$ cat config.mk
export PLATFORM = sky130hd
export DESIGN_NAME = led_scan_flat
export DESIGN_NICKNAME = d
export VERILOG_FILES = /design/src/rtl/led_scan_if.sv /design/src/rtl/led_scan.sv /design/src/flat_wrapper.sv
export SDC_FILE = /design/constraint.sdc
export NUM_CORES = 1
export LEC_CHECK = 0
export ABC_CLOCK_PERIOD_IN_PS = 2200
export CORE_AREA = 8 8 77 79
export CTS_CLUSTER_DIAMETER = 100
export DETAILED_ROUTE_END_ITERATION = 8
export DIE_AREA = 0 0 85 87
export PLACE_DENSITY = 0.82
export SYNTH_ARGS = -nofsm -noshare
export SYNTH_HDL_FRONTEND = slang
export SYNTH_SLANG_ARGS = --single-unit
$ cat constraint.sdc
create_clock -name clk -period 2.2 [get_ports clk]
set_clock_uncertainty 0.2 [all_clocks]
set_input_delay 0.44 -clock clk [delete_from_list [all_inputs] [get_ports clk]]
set_output_delay 0.44 -clock clk [all_outputs]
set_load 0.02 [all_outputs]
$ cat src/rtl/led_scan_if.sv
// Painter and panel signals of the LED scan sequencer, bundled for the scan block.
// The master side is led_scan; the slave side is the painter plus the HUB75 panel.
interface led_scan_if;
  logic [9:0] frame;
  logic [7:0] subframe;
  logic [5:0] x;
  logic [5:0] y;
  logic [2:0] rgb;
  logic [2:0] rgb_top;
  logic [2:0] rgb_bot;
  logic [4:0] addr;
  logic       sclk;
  logic       latch;
  logic       blank;

  modport master (
    output frame, subframe, x, y,
    input  rgb,
    output rgb_top, rgb_bot, addr, sclk, latch, blank
  );

  modport slave (
    input  frame, subframe, x, y,
    output rgb,
    input  rgb_top, rgb_bot, addr, sclk, latch, blank
  );
endinterface

$ cat src/rtl/led_scan.sv
// HUB75 1/32-scan sequencer: issues painter requests one per clock, realigns the
// painter colour DELAY cycles later, shifts 64 columns per row pair and latches.
module led_scan #(
  parameter int DELAY     = 3,
  parameter int SUBFRAMES = 4,
  parameter int ON_MIN    = 0
) (
  input  logic       clk,
  input  logic       resetn,
  led_scan_if.master bus
);

  localparam int              ON_W       = (ON_MIN > 0) ? $clog2(ON_MIN + 1) : 1;
  localparam logic [ON_W-1:0] ON_CNT_MAX = ON_W'(ON_MIN);
  localparam logic [7:0]      SF_LAST    = 8'(SUBFRAMES - 1);

  typedef enum logic [1:0] {
    ST_SHIFT,
    ST_DRAIN,
    ST_WAIT,
    ST_LATCH
  } state_t;

  state_t           r_state;
  state_t           w_state_next;
  logic [6:0]       r_k;
  logic [4:0]       r_row;
  logic [9:0]       r_frame;
  logic [7:0]       r_subframe;
  logic [DELAY-1:0] r_tag_v;
  logic [DELAY-1:0] r_tag_h;
  logic [2:0]       r_top_hold;
  logic [2:0]       r_rgb_top;
  logic [2:0]       r_rgb_bot;
  logic             r_sclk;
  logic             r_rise_pend;
  logic [4:0]       r_addr;
  logic             r_lit;
  logic [ON_W-1:0]  r_on_cnt;

  logic w_req;
  logic w_latch;
  logic w_tag_out_v;
  logic w_tag_out_h;
  logic w_load;
  logic w_hold;
  logic w_drain_done;
  logic w_on_met;
  logic w_blank;

  assign w_tag_out_v  = r_tag_v[DELAY-1];
  assign w_tag_out_h  = r_tag_h[DELAY-1];
  assign w_load       = w_tag_out_v & w_tag_out_h;
  assign w_hold       = w_tag_out_v & ~w_tag_out_h;
  // Done once the pipe is empty and the last column's sclk-high cycle is the current one.
  assign w_drain_done = ~(|r_tag_v) & ~r_rise_pend;
  assign w_on_met     = (r_on_cnt == ON_CNT_MAX);
  assign w_blank      = ~r_lit | w_latch;

  // ---------------------------------------------------------------- FSM
  always_ff @(posedge clk or negedge resetn) begin
    if (!resetn) begin
      r_state <= ST_SHIFT;
    end else begin
      // NOTE: sequential state uses non-blocking assignment so every register
      // samples the pre-edge values regardless of process ordering.
      r_state <= w_state_next;
    end
  end

  always_comb begin
    // NOTE: default first so no path through the case leaves the signal unassigned
    // (which would infer a latch).
    w_state_next = r_state;
    unique case (r_state)
      ST_SHIFT: if (r_k == 7'd127) w_state_next = ST_DRAIN;
      ST_DRAIN: if (w_drain_done)  w_state_next = w_on_met ? ST_LATCH : ST_WAIT;
      ST_WAIT:  if (w_on_met)      w_state_next = ST_LATCH;
      ST_LATCH:                    w_state_next = ST_SHIFT;
      default:                     w_state_next = ST_SHIFT;
    endcase
  end

  always_comb begin
    w_req   = 1'b0;
    w_latch = 1'b0;
    unique case (r_state)
      ST_SHIFT: w_req   = 1'b1;
      ST_LATCH: w_latch = 1'b1;
      default: ;
    endcase
  end

  // ---------------------------------------------------------------- requests
  always_ff @(posedge clk or negedge resetn) begin
    if (!resetn) begin
      r_k        <= '0;
      r_row      <= '0;
      r_subframe <= '0;
      r_frame    <= '0;
    end else begin
      if (w_req) r_k <= r_k + 7'd1;
      if (w_latch) begin
        r_row <= r_row + 5'd1;
        if (r_row == 5'd31) begin
          if (r_subframe == SF_LAST) begin
            r_subframe <= '0;
            r_frame    <= r_frame + 10'd1;
          end else begin
            r_subframe <= r_subframe + 8'd1;
          end
        end
      end
    end
  end

  // Tag pipe mirrors the painter latency; clearing it on reset drops in-flight requests.
  always_ff @(posedge clk or negedge resetn) begin
    if (!resetn) begin
      r_tag_v <= '0;
      r_tag_h <= '0;
    end else begin
      r_tag_v[0] <= w_req;
      r_tag_h[0] <= r_k[0];
      for (int i = 1; i < DELAY; i++) begin
        r_tag_v[i] <= r_tag_v[i-1];
        r_tag_h[i] <= r_tag_h[i-1];
      end
    end
  end

  // ---------------------------------------------------------------- column shift
  always_ff @(posedge clk or negedge resetn) begin
    if (!resetn) begin
      r_top_hold  <= '0;
      r_rgb_top   <= '0;
      r_rgb_bot   <= '0;
      r_sclk      <= 1'b0;
      r_rise_pend <= 1'b0;
    end else begin
      if (w_hold) r_top_hold <= bus.rgb;
      if (w_load) begin
        r_rgb_top   <= r_top_hold;
        r_rgb_bot   <= bus.rgb;
        r_sclk      <= 1'b0;
        r_rise_pend <= 1'b1;
      end else if (r_rise_pend) begin
        r_sclk      <= 1'b1;
        r_rise_pend <= 1'b0;
      end else if (w_state_next == ST_LATCH) begin
        r_sclk      <= 1'b0;
      end
    end
  end

  // ---------------------------------------------------------------- latch / blank
  // on_cnt starts saturated: before the first latch no row is lit, so nothing to hold.
  always_ff @(posedge clk or negedge resetn) begin
    if (!resetn) begin
      r_addr   <= '0;
      r_lit    <= 1'b0;
      r_on_cnt <= ON_CNT_MAX;
    end else begin
      if (w_latch) begin
        r_addr   <= r_row;
        r_lit    <= 1'b1;
        r_on_cnt <= '0;
      end else if (!w_blank && !w_on_met) begin
        r_on_cnt <= r_on_cnt + ON_W'(1);
      end
    end
  end

  assign bus.frame    = r_frame;
  assign bus.subframe = r_subframe;
  assign bus.x        = r_k[6:1];
  assign bus.y        = {r_k[0], r_row};
  assign bus.rgb_top  = r_rgb_top;
  assign bus.rgb_bot  = r_rgb_bot;
  assign bus.addr     = r_addr;
  assign bus.sclk     = r_sclk;
  assign bus.latch    = w_latch;
  assign bus.blank    = w_blank;

endmodule

$ cat src/flat_wrapper.sv
// flat-port wrapper written by rule: the top's interface ports become plain ports
module led_scan_flat 
#(
  parameter int DELAY     = 3,
  parameter int SUBFRAMES = 4,
  parameter int ON_MIN    = 0
)
  (clk, resetn, bus_frame, bus_subframe, bus_x, bus_y, bus_rgb, bus_rgb_top, bus_rgb_bot, bus_addr, bus_sclk, bus_latch, bus_blank);
  led_scan_if bus_i ();
  input  logic clk;
  input  logic resetn;
  output wire logic [$bits(bus_i.frame)-1:0] bus_frame;
  output wire logic [$bits(bus_i.subframe)-1:0] bus_subframe;
  output wire logic [$bits(bus_i.x)-1:0] bus_x;
  output wire logic [$bits(bus_i.y)-1:0] bus_y;
  input wire logic [$bits(bus_i.rgb)-1:0] bus_rgb;
  output wire logic [$bits(bus_i.rgb_top)-1:0] bus_rgb_top;
  output wire logic [$bits(bus_i.rgb_bot)-1:0] bus_rgb_bot;
  output wire logic [$bits(bus_i.addr)-1:0] bus_addr;
  output wire logic [$bits(bus_i.sclk)-1:0] bus_sclk;
  output wire logic [$bits(bus_i.latch)-1:0] bus_latch;
  output wire logic [$bits(bus_i.blank)-1:0] bus_blank;
  assign bus_frame = bus_i.frame;
  assign bus_subframe = bus_i.subframe;
  assign bus_x = bus_i.x;
  assign bus_y = bus_i.y;
  assign bus_i.rgb = bus_rgb;
  assign bus_rgb_top = bus_i.rgb_top;
  assign bus_rgb_bot = bus_i.rgb_bot;
  assign bus_addr = bus_i.addr;
  assign bus_sclk = bus_i.sclk;
  assign bus_latch = bus_i.latch;
  assign bus_blank = bus_i.blank;
  led_scan #(.DELAY(DELAY), .SUBFRAMES(SUBFRAMES), .ON_MIN(ON_MIN)) u_core (.clk(clk), .resetn(resetn), .bus(bus_i));
endmodule
Yosys cells after proc, flatten, opt, wreduce, memory -nomap -nowiden. Cells that the tools add are included.

Bits in registers: 56. Latch bits: 0. RAM bits: 0. Bits in read-only memories: 0. Input port bits: 5. Output and inout port bits: 44. Word-level logic and storage cells: 57. Memories kept: 0.

Add/sub/neg operators: 5. $mul: 0. Div/mod/pow operators: 0. $lt $le $gt $ge: 0. Equal/unequal tests: 7. Shift-type cells: 0. Muxes and demuxes: 14. Bitwise operators: 8. Reductions and logical operators: 8.

Operator list (count): adder 10 x 1 -> 10 bit (second input constant) (1); 2-to-1 mux 1 bit (9); adder 8 x 1 -> 8 bit (second input constant) (1); equality test 8 x 2 -> 1 bit (second input constant) (1); 2-to-1 mux 8 bit (1); one-hot mux 2 bit (4 select lines) (1); adder 7 x 1 -> 7 bit (second input constant) (1); equality test 7 bit (second input constant) (1); equality test 2 bit (second input constant) (3); 2-to-1 mux 2 bit (3); adder 5 x 1 -> 5 bit (second input constant) (1); equality test 5 bit (second input constant) (1); NOT 1 bit (4); AND 1 bit (3); AND reduction 3 bit (1); nonzero test 3 bit (1); OR reduction 3 bit (1); equality test 2 x 1 -> 1 bit (second input constant) (1); logical NOT 2 bit (1); AND reduction 2 bit (1); nonzero test 2 bit (1); adder 1 bit (second input constant) (1); logical AND 1 bit (1); logical NOT 1 bit (1); bitwise OR 1 bit (1).

Logic depth before layout (Yosys ltp). Gate-level depths: netlist of the first run.

Word-level depth: 9. Mapped depth: 8. Mapped depth without buffers: 7.

Worst setup path before layout of the first run. No wires, ideal clock.

Path type: reg-to-reg. Start point: register u_core.r_row[0]. End point: register u_core.r_frame[1] (netlist: u_core.bus.frame[1]). Data arrival time: 1.821 ns. Required time: 1.875 ns. Path slack: 0.054 ns. Stages on the path, launching flop included: 8. Path through: dfrtp_1 > ha_1 > and3_1 > ha_1 > and3_1 > clkbuf_2 > nand3_1 > mux2_2.

Word-level cells in the longest chain between the ends: 2.

Ends and longest elaborated chain: start: declaration (line led_scan.sv:27) `logic [4:0] r_row;`; start signal: assignment (line led_scan.sv:104) `r_row <= r_row + 5'd1;`; equality test 5 bit (line led_scan.sv:105) `if (r_row == 5'd31) begin`; AND reduction 3 bit (no source line); end signal: assignment (line led_scan.sv:108) `r_frame <= r_frame + 10'd1;`; end: declaration (line led_scan.sv:28) `logic [9:0] r_frame;`.

Every way passes these cells. A chain may end at the register's enable or synchronous reset.

Worst setup path after layout of the first run.
Start point: register u_core.r_subframe[2] (netlist: u_core.bus.subframe[2]). End point: output port bus_subframe[2].

RTL lines: start: declaration (line led_scan.sv:29) `logic [7:0] r_subframe;`; start signal: assignment (line led_scan.sv:110) `r_subframe <= r_subframe + 8'd1;`; end: declaration (line flat_wrapper.sv:13) `output wire logic [$bits(bus_i.subframe)-1:0] bus_subframe;`.

No word-level cell between the ends.

==> summary.txt, run 1 <==
Critical path
  – Worst path bufs/invs: 1
  – CP top delay family: buffers and inverters
  – Sequence of cells on the critical path: clkdlybuf4s50_1
  – Slowest stage delay, CP: 0.67 ns
  – R2R setup slack: 0.16 ns
  – Reg2reg start: u_core.r_row[1]$_DFFE_PN0P_
  – Worst-path fanout max: 7
  – CP Launch Point: u_core.bus.subframe[2]$_DFFE_PN0P_
  – Worst reg2reg path endpoint: u_core.bus.frame[1]$_DFFE_PN0P_
  – Critical path class: flop to primary output
  – CP endpoint kind: primary output
  – CP Data Required Time: 1.56 ns
  – Reg2Reg Depth: 6
  – Critical Path Source Type: flop
  – Slowest-stage cell, CP: clkdlybuf4s50_1
  – WP data arrival: 1.47 ns

Timing
  – Slew at the pin closest to its max-slew limit: 0.392 ns
  – Max Freq: 474 MHz
  – RSZ-0062 raised after global routing: true
  – Final worst-path cycle share: 96.0%
  – Minimum clock period: 2.11 ns
  – Max-Slew Margin vs Limit: 73.8%
  – Hold WS: 0.159 ns
  – # setup viols final: 0
  – Final max-slew violation count: 0
  – Final hold violations: 0

Floorplan
  – Core box area: 4850 µm²
  – Die W: 85 µm
  – Initial Utilization: 47.2%
  – Io pins: 49
  – Die area: 7400 µm²
  – DIE HEIGHT: 87 µm
  – Rows: 26

Yosys
  – Ys Warns: 0
  – Number of flops mapped to enable cells by yosys: 0
  – Synth Flop Type: dfrtp_1
  – Synth area leader: dfrtp_1
  – Synth Cell Area: 2290 µm²
  – FFs w/ async S/R, synth: 100%
  – Commonest cells in the netlist: 56 x dfrtp_1, 43 x nand2_1, 14 x xnor2_1
  – Synthesized flop and latch total: 56
  – Gate Count Post-Synth: 193
  – Post-Syn Nets: 203
  – Synth top area share: 61.3%
  – Top cells by area, synth: dfrtp_1 61%, nand2_1 7.1%, mux2_2 5.4%
  – Synth cell types: 28
  – Most frequent cell after synthesis: dfrtp_1
  – Sequential cell area fraction in the yosys report: 61.3%
  – Avg Synthesized Cell Area: 11.8 µm²

Drt
  – Initial DRC count: 70
  – Total wire length: 4.28 mm
  – DRT antenna net count: 0
  – Vias per cell: 5.06
  – Post-route DRC violation count: 0
  – DRT Pass-1 Iters: 4
  – Vias post-DR: 1559
  – Post-DR wirelength/cell: 13.9 µm

Clock tree
  – CTS root buf: clkbuf_8
  – Clock buffer count from CTS: 5
  – Latest clock arrival within the worst-skew pair: 0.30 ns
  – # Post-CTS Setup Buffers: 0
  – Clock slew at reported path FFs: 0.09 ns
  – Clock Sinks: 56
  – Clk buf depth: 2
  – # H-tree levels: 2
  – CTS tree: built

Layout
  – Net total in the final layout: 261
  – Final core utilization: 61.0%
  – Area Overhead vs Synth: 29.3%
  – Antenna Cells: 0
  – Share of layout cells above drive strength 1: 12.3%
  – Finished Layout Cells: 308

Flow run
  – # Max-Cap Violations: 0

Hold path
  – Hold path start: u_core.r_tag_h[1]$_DFF_PN0_
  – Hold path cells: 0
  – Hold Path Sink: u_core.r_tag_h[2]$_DFF_PN0_
  – HP Class: flop to flop

Place
  – Port buffer count: 48
  – RePlAce Congestion: 0.789
  – Placed cells: 299
  – DPL Wire Length: 3.15 mm

Global routing
  – GRT Total Usage: 12.4%
  – Initial antenna violation count: 0
  – Largest net degree at the start of global routing: 32
  – First-pass GRT wire length: 7.44 mm
  – Vias in the first global route: 1580
  – GR Overflow Total: 0

Run status
  – Status: completed

Pwr
  – PD cells: 563 nW/µm²
  – Lkg Pwr: 1.37 nW
  – Total Power: 1.66 mW
  – Peak supply drop: 0.455 mV
sequential cells by signal (all words and copies together), names as in the netlist, 2 cells and up:
register and flops:
u_core.bus.rgb_top 3, u_core.r_top_hold 3, u_core.bus.subframe 8, u_core.r_state 2
u_core.bus.rgb_bot 3, u_core.r_row 5, u_core.bus.frame 10, u_core.bus.addr 5
u_core.r_k 7, u_core.r_tag_h 3, u_core.r_tag_v 3
kinds of logic after synthesis:
| kind of cell | after synthesis | synth area share (%) |
|---|---|---|
| AND/OR/NAND/NOR | 85 | 18.7 |
| flip-flops | 56 | 61.3 |
| XOR/XNOR | 23 | 8.81 |
| multiplexers | 11 | 5.42 |
| buffers and inverters | 8 | 1.37 |
| AO/OA/AOI/OAI | 5 | 1.64 |
| adder cells (fa/ha/maj) | 5 | 2.74 |
area by class of cell:
type                            instances  area (µm²)
Fill cell                             427        1890
Sequential cell                        56        1400
Multi-Input combinational cell        129         855
Timing Repair Buffer                   54         520
Clock buffer                            8        90.1
Tap cell                               56        70.1
Inverter                                5        18.8
cells in the final DEF, fill, tap and decap left out, types with 5 or more instances in the layout:
cell             synthesis  final
nand4_1                  6      6
clkbuf_8                 0      6
xor2_1                   9      9
nand2_1                 43     43
dfrtp_1                 56     55
mux2_2                  11     11
nor3_1                   6      6
nor2_1                   9      9
xnor2_1                 14     14
ha_1                     5      5
nand3_1                  5      5
buf_4                    0      5
inv_1                    5      5
clkdlybuf4s50_1          0     45
timing repair:
action	4_1_cts	5_1_grt
hold endpoints to repair	56	0
gates resized for setup	3	1
hold buffers	1	0
setup endpoints to repair	2	3
how the worst max path moves through the flow:
stage	endpoint	slack [ns]	depth (start not counted)
finish	bus_subframe[2]	0.09	1
floorplan	u_core.bus.frame[1]$_DFFE_PN0P_	0.05	7
CTS	bus_subframe[2]	0.08	1
global placement	u_core.bus.frame[1]$_DFFE_PN0P_	0.19	6
global route	u_core.bus.frame[6]$_DFFE_PN0P_	-0.0004	7
detailed placement	u_core.bus.frame[6]$_DFFE_PN0P_	0.12	7
power by group:
group | leakage, nW | switching [mW] | total (mW) | internal, mW
Combinational | 0.606 | 0.0323 | 0.0564 | 0.0241
Sequential | 0.722 | 0.00381 | 1.04 | 1.04
Clock | 0.0455 | 0.309 | 0.566 | 0.258
routing by layer:
| metal | vias to the layer above | share of wire (%) | track usage (%) |
|---|---|---|---|
| met4 | 0 | 0.82 | 3.40 |
| met1 | 763 | 47 | 15.5 |
| li1 | 760 | - | - |
| met5 | - | 0 | 0 |
| met3 | 4 | 6.2 | 4.62 |
| met2 | 32 | 46 | 19.6 |
through the flow:
stage	TNS [ns]	worst slack (ns)	area, µm²
2_1_floorplan	0	0.0542	2290
3_3_place_gp	0	0.186	2860
3_5_place_dp	0	0.119	2860
4_1_cts	0	0.0755	2960
5_1_grt	-0.000416	-0.000416	2960
6_report	0	0.0881	2960
(Power assumes the default switching activity.)
==> run 2, diff against run 1 <==
--- a/config.mk
+++ b/config.mk
@@ -5,12 +5,12 @@
 export SDC_FILE = /design/constraint.sdc
 export NUM_CORES = 1
 export LEC_CHECK = 0
-export ABC_CLOCK_PERIOD_IN_PS = 2200
-export CORE_AREA = 8 8 77 79
+export ABC_CLOCK_PERIOD_IN_PS = 1850
+export CORE_AREA = 8 8 81 83
 export CTS_CLUSTER_DIAMETER = 100
 export DETAILED_ROUTE_END_ITERATION = 8
-export DIE_AREA = 0 0 85 87
-export PLACE_DENSITY = 0.82
+export DIE_AREA = 0 0 89 91
+export PLACE_DENSITY = 0.78
 export SYNTH_ARGS = -nofsm -noshare
 export SYNTH_HDL_FRONTEND = slang
 export SYNTH_SLANG_ARGS = --single-unit
==> constraint.sdc (replaced) <==
create_clock -name clk -period 1.85 [get_ports clk]
set_clock_uncertainty 0.2 [all_clocks]
set_input_delay 0.37 -clock clk [delete_from_list [all_inputs] [get_ports clk]]
set_output_delay 0.37 -clock clk [all_outputs]
set_load 0.02 [all_outputs]
==> run 2 against run 1 <==
Effect of this change:
- clock power up 15%
- first-iteration DRC count fell by 34%
- routed wire length is 5.9% higher
- global-route usage fell by 0.31 points
- largest power group unchanged
- flip-flop and latch count unchanged
- total power up 17%
- cell count is 8.4% higher
- via count up 2.3%
- sequential share of layout area is 2.1 points lower
- count of clock-buffer cells in the layout is 2 lower
- design area increased by 4.9%
- register-to-register slack got worse by 0.15 ns
==> summary.txt, run 2 (same netlist as run 1, synthesis figures left out) <==
Critical path
  – Critical path class: flop to flop
  – WP data arrival: 1.87 ns (+0.40 ns)
  – CP endpoint kind: flop
  – CP Data Required Time: 1.88 ns (+0.32 ns)
  – Critical Path Source Type: flop
  – Worst-path fanout max: 6 (-1)

Timing
  – Slew at the pin closest to its max-slew limit: 0.363 ns (-0.0289 ns)
  – Minimum clock period: 1.84 ns
  – Final max-slew violation count: 0 (unchanged)
  – # setup viols final: 0 (unchanged)
  – Final worst-path cycle share: 99.3%
  – RSZ-0062 raised after global routing: true
  – Max Freq: 544 MHz
  – Final hold violations: 0 (unchanged)
  – Max-Slew Margin vs Limit: 75.7% (+1.9 points)

Clock tree
  – Clock buffer count from CTS: 5 (unchanged)
  – Clock slew at reported path FFs: 0.10 ns (about the same)
  – Clock Sinks: 56 (unchanged)
  – CTS root buf: clkbuf_8
  – # H-tree levels: 2 (unchanged)
  – CTS tree: built
  – Clk buf depth: 2 (unchanged)
  – Latest clock arrival within the worst-skew pair: 0.31 ns (about the same)

Layout
  – Area Overhead vs Synth: 35.6%
  – Most frequent cells in the layout: 52 x dfrtp_1, 41 x nand2_1, 41 x dlygate4sd2_1, 14 x xnor2_1, 14 x buf_4
  – Final Instance Area: 3100 µm² (+4.9%)
  – Commonest non-fill, non-tap cell in the layout: dfrtp_1
  – Share of layout cells above drive strength 1: 21.0% (+8.7 points)
  – Net total in the final layout: 271 (+3.8%)
  – Max reg flops: 10 (unchanged)
  – Antenna Cells: 0 (unchanged)
  – Fillers: 484 (+13%)

Floorplan
  – Initial Utilization: 42.8% (-4.3 points)
  – Die W: 89 µm (+4.7%)
  – Die area: 8100 µm² (+9.5%)
  – Rows: 27 (+3.8%)
  – DIE HEIGHT: 91 µm (+4.6%)
  – Io pins: 49 (unchanged)
  – Core box area: 5340 µm² (+10%)

Global routing
  – Initial antenna violation count: 0 (unchanged)
  – GR Overflow Total: 0 (unchanged)
  – Largest net degree at the start of global routing: 57 (+78%)
  – GRT Total Usage: 12.1% (-0.31 points)
  – Vias in the first global route: 1656 (+4.8%)
  – First-pass GRT wire length: 7.67 mm (+3.1%)

Drt
  – Metal3 WL: 307 µm (+16%)
  – Highest metal used: met4
  – Post-DR wirelength/cell: 13.6 µm (-2.4%)
  – DRT Pass-1 Iters: 4 (unchanged)
  – Met2 Routed Length: 2.05 mm (+3.8%)
  – Total wire length: 4.53 mm (+5.9%)
  – Vias per cell: 4.78 (-5.7%)
  – Post-route DRC violation count: 0 (unchanged)
  – M1 WL: 2.10 mm (+5.0%)
  – Initial DRC count: 46 (-34%)
  – Vias post-DR: 1595 (+2.3%)
  – DRT antenna net count: 0 (unchanged)

Run status
  – Status: completed

Place
  – Port buffer count: 48 (unchanged)
  – RePlAce Congestion: 0.753 (-4.6%)
  – DPL Wire Length: 3.28 mm (+4.2%)
  – Placed Area: 3030 µm² (+6.0%)

Pwr
  – Peak supply drop: 0.436 mV (-4.2%)
  – Total Power: 1.95 mW (+17%)
  – Lkg Pwr: 1.60 nW (+16%)
  – PD cells: 629 nW/µm² (+12%)

Flow run
  – # Max-Cap Violations: 0 (unchanged)

Hold path
  – HP Class: flop to flop
-- run 2: worst paths after layout --
path	cells past startpoint	end	slack, ns	start
min reg2reg	0	u_core.r_tag_h[2]$_DFF_PN0_	0.16	u_core.r_tag_h[1]$_DFF_PN0_
max reg2reg	7	u_core.bus.subframe[5]$_DFFE_PN0P_	0.01	u_core.r_row[1]$_DFFE_PN0P_
max in group asynchronous	3	u_core.r_row[1]$_DFFE_PN0P_	0.82	resetn
max	7	u_core.bus.subframe[5]$_DFFE_PN0P_	0.01	u_core.r_row[1]$_DFFE_PN0P_
min in group asynchronous	3	u_core.bus.rgb_bot[0]$_DFFE_PN0P_	0.38	resetn
min	0	u_core.r_tag_h[2]$_DFF_PN0_	0.16	u_core.r_tag_h[1]$_DFF_PN0_
-- run 2: worst max-delay path, cell delays in order (launching register included) --
cell     delay, ns
dfrtp_2       0.40
ha_4          0.13
and3_4        0.17
ha_4          0.12
and3_4        0.23
nand4_1       0.18
nor2_1        0.17
xor2_1        0.15
-- run 2: per-stage QoR --
step / worst slack (ns) / instances / TNS (ns) / hold WS [ns] / utilization [%]
finish: 0.0122 / 334 / 0 / 0.162 / 58.1
global route: -0.120 / 334 / -0.452 / 0.167 / 58.1
floorplan: -0.102 / 193 / -0.379 / -0.126 / -
CTS: 0.000167 / 333 / 0 / 0.167 / 57.7
global placement: 0.0391 / 323 / 0 / 0.133 / 56.7
detailed placement: -0.00644 / 323 / -0.00644 / 0.152 / 56.7
-- run 2: per-layer routing --
metal	vias to the layer above	track usage [%]
met5	-	0
met4	0	4.58
met3	7	4.41
met2	33	18.7
met1	774	14.9
li1	781	-
-- run 2: power by group --
group / switching (mW) / internal (mW) / leakage (nW)
registers: 0.00402 / 1.23 / 0.717
clock network: 0.384 / 0.266 / 0.0412
logic: 0.0382 / 0.0266 / 0.838
-- run 2: area by class of cell --
| cell class | count | area, µm² | area share, % |
|---|---|---|---|
| flip-flops and latches | 56 | 1410 | 45.4 |
| multi-input cells | 129 | 936 | 30.2 |
| repair buffers | 64 | 564 | 18.2 |
| well taps | 72 | 90.1 | 2.91 |
| clock buffers | 6 | 72.6 | 2.34 |
| inverters | 5 | 18.8 | 0.605 |
| clock inverters | 2 | 12.5 | 0.404 |
-- run 2: timing repair --
item,4_1_cts,5_1_grt
endpoints found under the setup margin,45,10
pin swaps,2,6
resized for setup,43,5
hold endpoints to repair,56,0
hold buffers,1,0
setup buffers,1,1
